--- src/rtl/spi_reg_pkg.sv ---
// Shared types and sizing helpers for the SPI register-bus slave.
package spi_reg_pkg;

    typedef enum logic [1:0] {
        IDLE = 2'd0,
        CMD  = 2'd1,
        DATA = 2'd2,
        HOLD = 2'd3
    } spi_state_e;

    localparam logic RW_WRITE = 1'b1;
    localparam logic RW_READ  = 1'b0;

    function automatic int frame_bits(input int addr_w, input int data_w);
        return 1 + addr_w + data_w;
    endfunction

    function automatic int cnt_width(input int max_count);
        return $clog2(max_count + 1);
    endfunction

endpackage

--- src/rtl/spi_in_sync.sv ---
// Multi-flop synchroniser for one SPI pin, with rise/fall pulses taken
// from the last two stages.
module spi_in_sync #(
    parameter int   STAGES  = 2,
    parameter logic RST_VAL = 1'b0
) (
    input  logic i_clk,
    input  logic i_rst,
    input  logic i_in,
    output logic o_level,
    output logic o_rise,
    output logic o_fall
);

    logic [STAGES-1:0] sync_q;
    logic [STAGES-1:0] sync_d;

    always_comb begin
        sync_d = {sync_q[STAGES-2:0], i_in};
    end

    always_ff @(posedge i_clk or posedge i_rst) begin
        if (i_rst) begin
            sync_q <= {STAGES{RST_VAL}};
        end else begin
            sync_q <= sync_d;
        end
    end

    assign o_level = sync_q[STAGES-1];
    assign o_rise  = sync_q[STAGES-2] & ~sync_q[STAGES-1];
    assign o_fall  = ~sync_q[STAGES-2] & sync_q[STAGES-1];

endmodule

--- src/rtl/spi_reg_slave.sv ---
// SPI slave bridging {rw, addr, data} frames onto a register bus; all logic on i_clk.
// Define SPI_BURST_EN for address auto-increment; otherwise extra words are ignored.
//
// state | meaning
// IDLE  | no frame, waiting for ss_n to fall
// CMD   | shifting in rw + address
// DATA  | shifting data word (and driving MISO on reads)
// HOLD  | word done, ignoring SCK until ss_n rises
module spi_reg_slave
    import spi_reg_pkg::*;
#(
    parameter int ADDR_W      = 7,
    parameter int DATA_W      = 8,
    parameter int SYNC_STAGES = 2
) (
    input  logic              i_clk,
    input  logic              i_rst,
    input  logic              i_sck,
    input  logic              i_ss_n,
    input  logic              i_spi_mosi,
    output logic              o_spi_miso,
    output logic              o_spi_miso_oe,
    output logic [ADDR_W-1:0] o_addr,
    output logic [DATA_W-1:0] o_wdata,
    output logic              o_wr_en,
    output logic              o_rd_en,
    input  logic [DATA_W-1:0] i_rdata,
    output logic              o_busy,
    output logic              o_frame_err
);

    localparam int FRAME_BITS = frame_bits(ADDR_W, DATA_W);
    localparam int CNT_W      = cnt_width(FRAME_BITS);
    localparam int SH_W       = (1 + ADDR_W > DATA_W) ? 1 + ADDR_W : DATA_W;

    logic sck_rise, sck_fall, sck_lvl_unused;
    logic ss_rise, ss_fall, ss_lvl_unused;
    logic mosi_s, mosi_rise_unused, mosi_fall_unused;

    spi_in_sync #(.STAGES(SYNC_STAGES), .RST_VAL(1'b0)) u_sync_sck (
        .i_clk(i_clk), .i_rst(i_rst), .i_in(i_sck),
        .o_level(sck_lvl_unused), .o_rise(sck_rise), .o_fall(sck_fall)
    );

    spi_in_sync #(.STAGES(SYNC_STAGES), .RST_VAL(1'b1)) u_sync_ss (
        .i_clk(i_clk), .i_rst(i_rst), .i_in(i_ss_n),
        .o_level(ss_lvl_unused), .o_rise(ss_rise), .o_fall(ss_fall)
    );

    spi_in_sync #(.STAGES(SYNC_STAGES), .RST_VAL(1'b0)) u_sync_mosi (
        .i_clk(i_clk), .i_rst(i_rst), .i_in(i_spi_mosi),
        .o_level(mosi_s), .o_rise(mosi_rise_unused), .o_fall(mosi_fall_unused)
    );

    spi_state_e        state_q, state_d;
    logic [CNT_W-1:0]  cnt_q, cnt_d;
    logic [SH_W-2:0]   sh_q, sh_d;
    logic [SH_W-1:0]   sh_nx;
    logic [DATA_W-1:0] tx_q, tx_d;
    logic              rw_q, rw_d;
    logic [ADDR_W-1:0] addr_q, addr_d;
    logic [DATA_W-1:0] wdata_q, wdata_d;
    logic              wr_en_q, wr_en_d;
    logic              rd_en_q, rd_en_d;
    logic              rd_pend_q, rd_pend_d;
    logic              err_q, err_d;
    logic              busy_q, busy_d;
    logic              word_done;

    assign sh_nx = {sh_q, mosi_s};

    always_comb begin
        state_d   = state_q;
        cnt_d     = cnt_q;
        sh_d      = sh_q;
        tx_d      = tx_q;
        rw_d      = rw_q;
        addr_d    = addr_q;
        wdata_d   = wdata_q;
        wr_en_d   = 1'b0;
        rd_en_d   = 1'b0;
        rd_pend_d = rd_en_q;
        err_d     = 1'b0;
        busy_d    = busy_q;
        word_done = 1'b0;

        // Bus returns read data the cycle after the strobe.
        if (rd_pend_q) begin
            tx_d = i_rdata;
        end
`ifdef SPI_BURST_EN
        // Write address advances only after its strobe has been seen.
        if (wr_en_q) begin
            addr_d = addr_q + ADDR_W'(1);
        end
`endif

        case (state_q)
            IDLE: begin
                if (ss_fall) begin
                    state_d = CMD;
                    cnt_d   = '0;
                    busy_d  = 1'b1;
                end
            end
            CMD: begin
                if (sck_rise) begin
                    sh_d = sh_nx[SH_W-2:0];
                    if (cnt_q == CNT_W'(ADDR_W)) begin
                        word_done = 1'b1;
                        cnt_d     = '0;
                        rw_d      = sh_nx[ADDR_W];
                        addr_d    = sh_nx[ADDR_W-1:0];
                        rd_en_d   = (sh_nx[ADDR_W] == RW_READ);
                        state_d   = DATA;
                    end else begin
                        cnt_d = cnt_q + CNT_W'(1);
                    end
                end
            end
            DATA: begin
                // The fall right after a word boundary presents the MSB without shifting.
                if (sck_fall && cnt_q != '0) begin
                    tx_d = tx_q << 1;
                end
                if (sck_rise) begin
                    sh_d = sh_nx[SH_W-2:0];
                    if (cnt_q == CNT_W'(DATA_W - 1)) begin
                        word_done = 1'b1;
                        cnt_d     = '0;
                        if (rw_q == RW_WRITE) begin
                            wdata_d = sh_nx[DATA_W-1:0];
                            wr_en_d = 1'b1;
                        end
`ifdef SPI_BURST_EN
                        if (rw_q == RW_READ) begin
                            addr_d  = addr_q + ADDR_W'(1);
                            rd_en_d = 1'b1;
                        end
`else
                        state_d = HOLD;
`endif
                    end else begin
                        cnt_d = cnt_q + CNT_W'(1);
                    end
                end
            end
            HOLD: begin
            end
            default: state_d = IDLE;
        endcase

        if (ss_rise) begin
            if ((state_q == CMD || state_q == DATA) && cnt_q != '0 && !word_done) begin
                err_d = 1'b1;
            end
            state_d = IDLE;
            cnt_d   = '0;
            busy_d  = 1'b0;
        end
    end

    always_ff @(posedge i_clk or posedge i_rst) begin
        if (i_rst) begin
            state_q   <= IDLE;
            cnt_q     <= '0;
            sh_q      <= '0;
            tx_q      <= '0;
            rw_q      <= 1'b0;
            addr_q    <= '0;
            wdata_q   <= '0;
            wr_en_q   <= 1'b0;
            rd_en_q   <= 1'b0;
            rd_pend_q <= 1'b0;
            err_q     <= 1'b0;
            busy_q    <= 1'b0;
        end else begin
            state_q   <= state_d;
            cnt_q     <= cnt_d;
            sh_q      <= sh_d;
            tx_q      <= tx_d;
            rw_q      <= rw_d;
            addr_q    <= addr_d;
            wdata_q   <= wdata_d;
            wr_en_q   <= wr_en_d;
            rd_en_q   <= rd_en_d;
            rd_pend_q <= rd_pend_d;
            err_q     <= err_d;
            busy_q    <= busy_d;
        end
    end

    assign o_spi_miso    = (state_q == DATA && rw_q == RW_READ) ? tx_q[DATA_W-1] : 1'b0;
    assign o_spi_miso_oe = busy_q;
    assign o_busy        = busy_q;
    assign o_addr        = addr_q;
    assign o_wdata       = wdata_q;
    assign o_wr_en       = wr_en_q;
    assign o_rd_en       = rd_en_q;
    assign o_frame_err   = err_q;

endmodule

--- config.mk ---
export PLATFORM = sky130hd
export DESIGN_NAME = spi_reg_slave
export DESIGN_NICKNAME = d
export VERILOG_FILES = /design/src/rtl/spi_reg_pkg.sv /design/src/rtl/spi_in_sync.sv /design/src/rtl/spi_reg_slave.sv
export SDC_FILE = /design/constraint.sdc
export NUM_CORES = 1
export LEC_CHECK = 0
export BUFFER_PORTS_ARGS = -buffer_cell sky130_fd_sc_hd__buf_2
export CAP_MARGIN = 20
export CORE_MARGIN = 4
export CORE_UTILIZATION = 40
export CTS_BUF_LIST = sky130_fd_sc_hd__clkbuf_8
export DETAILED_ROUTE_END_ITERATION = 16
export SYNTH_ARGS = -nofsm -noshare
export SYNTH_HDL_FRONTEND = slang
export SYNTH_SLANG_ARGS = --single-unit
--- constraint.sdc ---
create_clock -name i_clk -period 4.6 [get_ports i_clk]
set_input_delay 0.92 -clock i_clk [delete_from_list [all_inputs] [get_ports i_clk]]
set_output_delay 0.92 -clock i_clk [all_outputs]
set_load 0.005 [all_outputs]
==> results.yml, run 1 <==
floorplanning:
  ioPinCount: 34
  die_w_um: 80.92
  die_area_um2: 6548
  die_y_um: 80.92
  row_count: 26
  initial_utilization_pct: 41.38
  core_um2: 5140
yosys:
  ys_types: 39
  synth_edf_count: 0
  synth_commonest_cells: "dfrtp_1, mux2_2, nand2_1, mux2i_1, o21ai_0"
  synth-main-ff-cell: "dfrtp_1"
  syn_area_per_cell_um2: 13.29
  syn_area_um2: 2127
  postSynthCellCount: 160
  syn_nets: 180
  synth_area_leaders: "dfrtp_1, mux2_2, mux2_4"
  ys_seq_area_share_pct: 57.76
  synthDominantCellAreaShare_pct: 55.29
  synth.largest_area_cell: "dfrtp_1"
  async_flop_share_pct: 100.0
  ys_ff_latch: 49
  yosysMostFrequentCell: "dfrtp_1"
  synth_warnings: 0
sta:
  grt_setup_unrepaired: "false"
  timing.setup.tns_ns: 0
  finalSetupViolCount: 0
  fin_crit_sh_pct: 49.62
  min_period_ns: 2.282
  whs_ns: 0.3649
  hold_viol_final: 0
  worstMarginPinSlew_ns: 0.7304
  fin_skew_ns: 0.01229
  relSlewSlack_pct: 51.04
  finalMaxSlewViolations: 0
  max_freq_ghz: 0.4381
power:
  leakage_nw: 1.198
  switching_share_pct: 31.90
  pwr_density_cell_nw_per_um2: 475.1
  p_seq_share_pct: 50.2
  p_int_w: 0.0007919
  p_comb_share_pct: 26.8
  peakVddDrop_uv: 247.2
  p_sw_w: 0.0003709
  p_clk_share_pct: 23.0
global_route:
  grt_pass1_wl_um: 6299
  grt_util_met1_pct: 15.93
  overflow: 0
  grt_use_total_pct: 12.49
  grt_max_degree: 50
  grt_use_met2_pct: 20.94
  antenna_found_initial: 0
  first_global_vias: 1378
  use_met3_pct: 3.215
  busiest_layer: "met2"
setup_path:
  cp_max_fo: 4
  cp-end-kind: "output pin"
  r2r-end: "cnt_q[4]$_DFFE_PP0P_"
  r2r_start: "state_q[0]$_DFFE_PP0P_"
  critPathArrivalTime_ns: 1.36
  reg2reg_setup_slack_ns: 2.54
  crit_type: "reg -> out"
  crit_required_ns: 3.68
  cp-endpoint: "o_spi_miso"
  reg2regPathDepth: 6
  cp-start-kind: "flop"
  cp-startpoint: "state_q[0]$_DFFE_PP0P_"
detailed_routing:
  drtPass1Iterations: 4
  wl_per_cell_um: 13.98
  vias_per_cell: 4.820
  finalWirelength_um: 3719
  num_vias: 1282
  route.detailed.drc: 0
  drt-initial-drc-count: 50
  ant_nets: 0
clocking:
  postCtsHoldBufs: 0
  post_cts_buffers: 0
  clock_path_buffers: 2
  clk_pin_slew_ns: 0.10
  htreeDepth: 2
  cts_resized: 0
  numCtsBuffers: 5
  insertion_delay_ns: 0.30
  cts.sinks: 49
  root_buffer: "clkbuf_8"
  cts_tree: "yes"
placement:
  portBuffers: 33
  place_area_um2: 2327
  gp_congestion: 0.7654
  hpwl_um: 2702
layout:
  stdcell_area_um2: 2447
  nets: 215
  drive_above_1_share_pct: 37.24
  final-seq-area_um2: 1229
  multi_input_area_um2: 815.8
  area_delta_synth_final_pct: 15.06
  antennaDiodeCount: 0
  fillers: 499
worst_hold_path:
  holdCritPathClass: "reg -> reg"
  worstHoldPathCells: 0
outcome:
  status: "complete, no violations"
flow_run:
  max_cap_viol_count: 0
[state kept, by name, indices dropped and copies added, names as in the netlist, 2 cells and up]
register and cells:
o_wdata 8, u_sync_ss.sync_q 2, sh_q 7, cnt_q 5, u_sync_mosi.sync_q 2, tx_q 8, o_addr 7, u_sync_sck.sync_q 2
state_q 2
[worst min path at each step]
stage,endpoint,slack [ns],start
finish,u_sync_mosi.sync_q[1]$_DFF_PP0_,0.36,u_sync_mosi.sync_q[0]$_DFF_PP0_
global route,u_sync_mosi.sync_q[1]$_DFF_PP0_,0.38,u_sync_mosi.sync_q[0]$_DFF_PP0_
CTS,u_sync_mosi.sync_q[1]$_DFF_PP0_,0.37,u_sync_mosi.sync_q[0]$_DFF_PP0_
detailed placement,u_sync_mosi.sync_q[1]$_DFF_PP0_,0.34,u_sync_mosi.sync_q[0]$_DFF_PP0_
global placement,u_sync_mosi.sync_q[1]$_DFF_PP0_,0.34,u_sync_mosi.sync_q[0]$_DFF_PP0_
floorplan,u_sync_mosi.sync_q[1]$_DFF_PP0_,0.33,u_sync_mosi.sync_q[0]$_DFF_PP0_
[critical path, stage by stage, from the launching register on]
cell	delay, ns
dfrtp_1	0.42
inv_1	0.08
ha_1	0.25
and3b_1	0.20
buf_2	0.12
[cells by family (layout without fill, tap and decap cells)]
logic type | count (synthesis) | after routing | share of synthesized area, %
flops | 49 | 49 | 57.76
simple gates | 35 | 35 | 8.942
mux | 33 | 33 | 18.35
compound gates | 21 | 21 | 6.530
buf+inv | 14 | 50 | 3.882
fa+ha+maj | 7 | 7 | 4.117
xor+xnor | 1 | 1 | 0.4118
[area by class of cell]
class                      instances  share of cell area, %
clock buffer                       6                  3.374
clock inverter                     2                 0.7157
inverter                           8                  1.227
multi-input combinational         97                  33.33
sequential                        49                  50.20
tap                               70                  3.579
timing repair buffer              34                  7.566
[per-stage QoR]
| stage | util (%) | power [W] | std cells | worst slack [ns] |
|---|---|---|---|---|
| final | 47.61 | 0.001163 | 266 | 2.318 |
| after CTS | 47.22 | 0.001175 | 265 | 2.306 |
| after global routing | 47.61 | 0.001240 | 266 | 2.263 |
| after floorplan | - | 0.0008246 | 160 | 2.510 |
| after detailed placement | 45.28 | 0.0009057 | 257 | 2.563 |
| after global placement | 45.28 | 0.0008808 | 257 | 2.708 |
[power by group through the flow]
stage / sequential [W] / clock [W] / combinational (W)
floorplan: 0.000571 / 0 / 0.000253
global placement: 0.000586 / 0 / 0.000295
detailed placement: 0.000594 / 0 / 0.000312
CTS: 0.000585 / 0.000276 / 0.000314
global route: 0.000597 / 0.000294 / 0.000348
finish: 0.000584 / 0.000267 / 0.000312
[routing by layer]
metal  wire (µm)  part of all wire [%]  vias up
li1            -                     -      620
met1        1686                    45      628
met2        1847                    50       32
met3         156                   4.2        2
met4          29                  0.78        0
met5           0                     0        -
[layout by cell type (no fill, tap or decap), types with 2 or more instances in the layout]
cell / instances
and3b_1: 2
mux2_4: 8
buf_2: 33
o31a_1: 2
dfrtp_1: 47
o21ai_1: 2
a21oi_1: 3
ha_1: 7
o21ai_0: 9
clkbuf_8: 6
nor2_1: 7
nand2_1: 13
mux2i_1: 9
dfstp_2: 2
inv_1: 7
mux2_2: 15
Note: power is estimated with default switching activity, not from simulation.
==> run 2: changes to the inputs <==
- clock period: 4.6 -> 2.2 ns (I/O delays scaled with it)
==> results.yml, run 2 (synthesis gave the netlist of run 1 again) <==
power:
  p_seq_share_pct: 46.7
  p_clk_share_pct: 28.1
  p_comb_share_pct: 25.2
  p_sw_w: 0.0007648
  p_int_w: 0.001844
  switching_share_pct: 29.32
  peakVddDrop_uv: 476.9
  pwr_density_cell_nw_per_um2: 1053
  leakage_nw: 1.215
detailed_routing:
  drtPass1Iterations: 4
  num_vias: 1321
  vias_per_cell: 4.948
  route.detailed.drc: 0
  finalWirelength_um: 3782
  drt-initial-drc-count: 90
  ant_nets: 0
  wl_per_cell_um: 14.16
sta:
  whs_ns: 0.1678
  worstMarginPinSlew_ns: 0.7558
  grt_setup_unrepaired: "false"
  finalMaxSlewViolations: 0
  setup_ws_ns: 0.1295
  max_freq_ghz: 0.4830
  fin_crit_sh_pct: 94.12
  hold_viol_final: 0
  fin_skew_ns: 0.005759
  relSlewSlack_pct: 49.34
  min_period_ns: 2.071
  timing.setup.tns_ns: 0
  finalSetupViolCount: 0
setup_path:
  cp_max_fo: 9
  cp-end-kind: "flop"
  crit_required_ns: 2.43
  critPathArrivalTime_ns: 2.30
  cp-start-kind: "flop"
  crit_type: "reg -> reg"
clocking:
  cts.sinks: 49
  clk_pin_slew_ns: 0.09
  insertion_delay_ns: 0.30
  clock_path_buffers: 2
  cts_resized: 0
  postCtsHoldBufs: 0
  htreeDepth: 2
  post_cts_buffers: 0
  cts_tree: "yes"
  root_buffer: "clkbuf_8"
  numCtsBuffers: 5
placement:
  hpwl_um: 2838
  portBuffers: 33
  pre_cts_slack_ns: 0.1467
  place_area_um2: 2342
  gp_congestion: 0.7629
global_route:
  first_global_vias: 1427
  grt_use_total_pct: 13.31
  grt_max_degree: 27
  grt_pass1_wl_um: 6610
  overflow: 0
  antenna_found_initial: 0
layout:
  antennaDiodeCount: 0
  final-seq-area_um2: 1229
  area_delta_synth_final_pct: 16.41
  stdcell_area_um2: 2476
  fillers: 505
  final_cell_mix: "dfrtp_1, buf_2, mux2_2, nand2_1"
  drive_above_1_share_pct: 37.56
  multi_input_area_um2: 815.8
  nets: 216
  layout_commonest_cell: "dfrtp_1"
floorplanning:
  initial_utilization_pct: 41.38
  ioPinCount: 34
  core_um2: 5140
  die_area_um2: 6548
  die_w_um: 80.92
  die_y_um: 80.92
  row_count: 26
outcome:
  status: "complete, no violations"
worst_hold_path:
  holdCritPathClass: "in -> async"
flow_run:
  max_cap_viol_count: 0
-- run 2: cell count changes in the layout (fill, tap and decap cells not counted), sizes merged --
cell	change
buf	+1
bufinv	+2
clkbuf	-1
inv	-1
-- run 2: per-layer routing --
metal	track usage [%]	vias to the layer above	part of all wire, %
met4	4.561	0	1.5
met3	4.545	7	7.1
met1	15.45	652	42
met2	22.91	38	49
li1	-	624	-
met5	0	-	0
-- run 2: power groups by stage --
stage	Sequential [W]	Combinational (W)	Clock, W
6_report	0.00122	0.000658	0.000734
5_1_grt	0.00125	0.000744	0.000804
4_1_cts	0.00122	0.000668	0.000761
3_5_place_dp	0.00124	0.000665	0
3_3_place_gp	0.00123	0.000619	0
2_1_floorplan	0.00119	0.000530	0
-- run 2: area by class of cell --
type | count | area share [%]
multi-input combinational | 97 | 32.95
sequential | 49 | 49.62
timing repair buffer | 35 | 7.276
clock buffer | 5 | 2.779
tap | 70 | 3.537
clock inverter | 3 | 2.628
inverter | 8 | 1.213
-- run 2: worst paths after layout --
check	from	to	slack, ns	cells after the start
worst max-delay path	state_q[0]$_DFFE_PP0P_	cnt_q[4]$_DFFE_PP0P_	0.13	6
worst min-delay path	i_rst	o_wdata[5]$_DFFE_PP0P_	0.17	2
worst max register to register	state_q[0]$_DFFE_PP0P_	cnt_q[4]$_DFFE_PP0P_	0.13	6
worst min register to register	u_sync_mosi.sync_q[0]$_DFF_PP0_	u_sync_mosi.sync_q[1]$_DFF_PP0_	0.36	0
max in group asynchronous	i_rst	u_sync_ss.sync_q[0]$_DFF_PP1_	1.39	3
min in group i_clk	i_ss_n	u_sync_ss.sync_q[0]$_DFF_PP1_	0.24	1
-- run 2: critical path, cell delays in order, from the launching register on --
cell     delay, ns
dfrtp_1       0.41
inv_1         0.09
ha_1          0.35
and3b_1       0.46
o31ai_4       0.15
or3_1         0.38
a21oi_1       0.15
-- run 2: metrics by stage --
stage,utilization (%),cells,total power (W)
2_1_floorplan,-,160,0.001724
3_3_place_gp,45.57,259,0.001844
3_5_place_dp,45.57,259,0.001906
4_1_cts,48.17,267,0.002651
5_1_grt,48.17,267,0.002802
6_report,48.17,267,0.002608
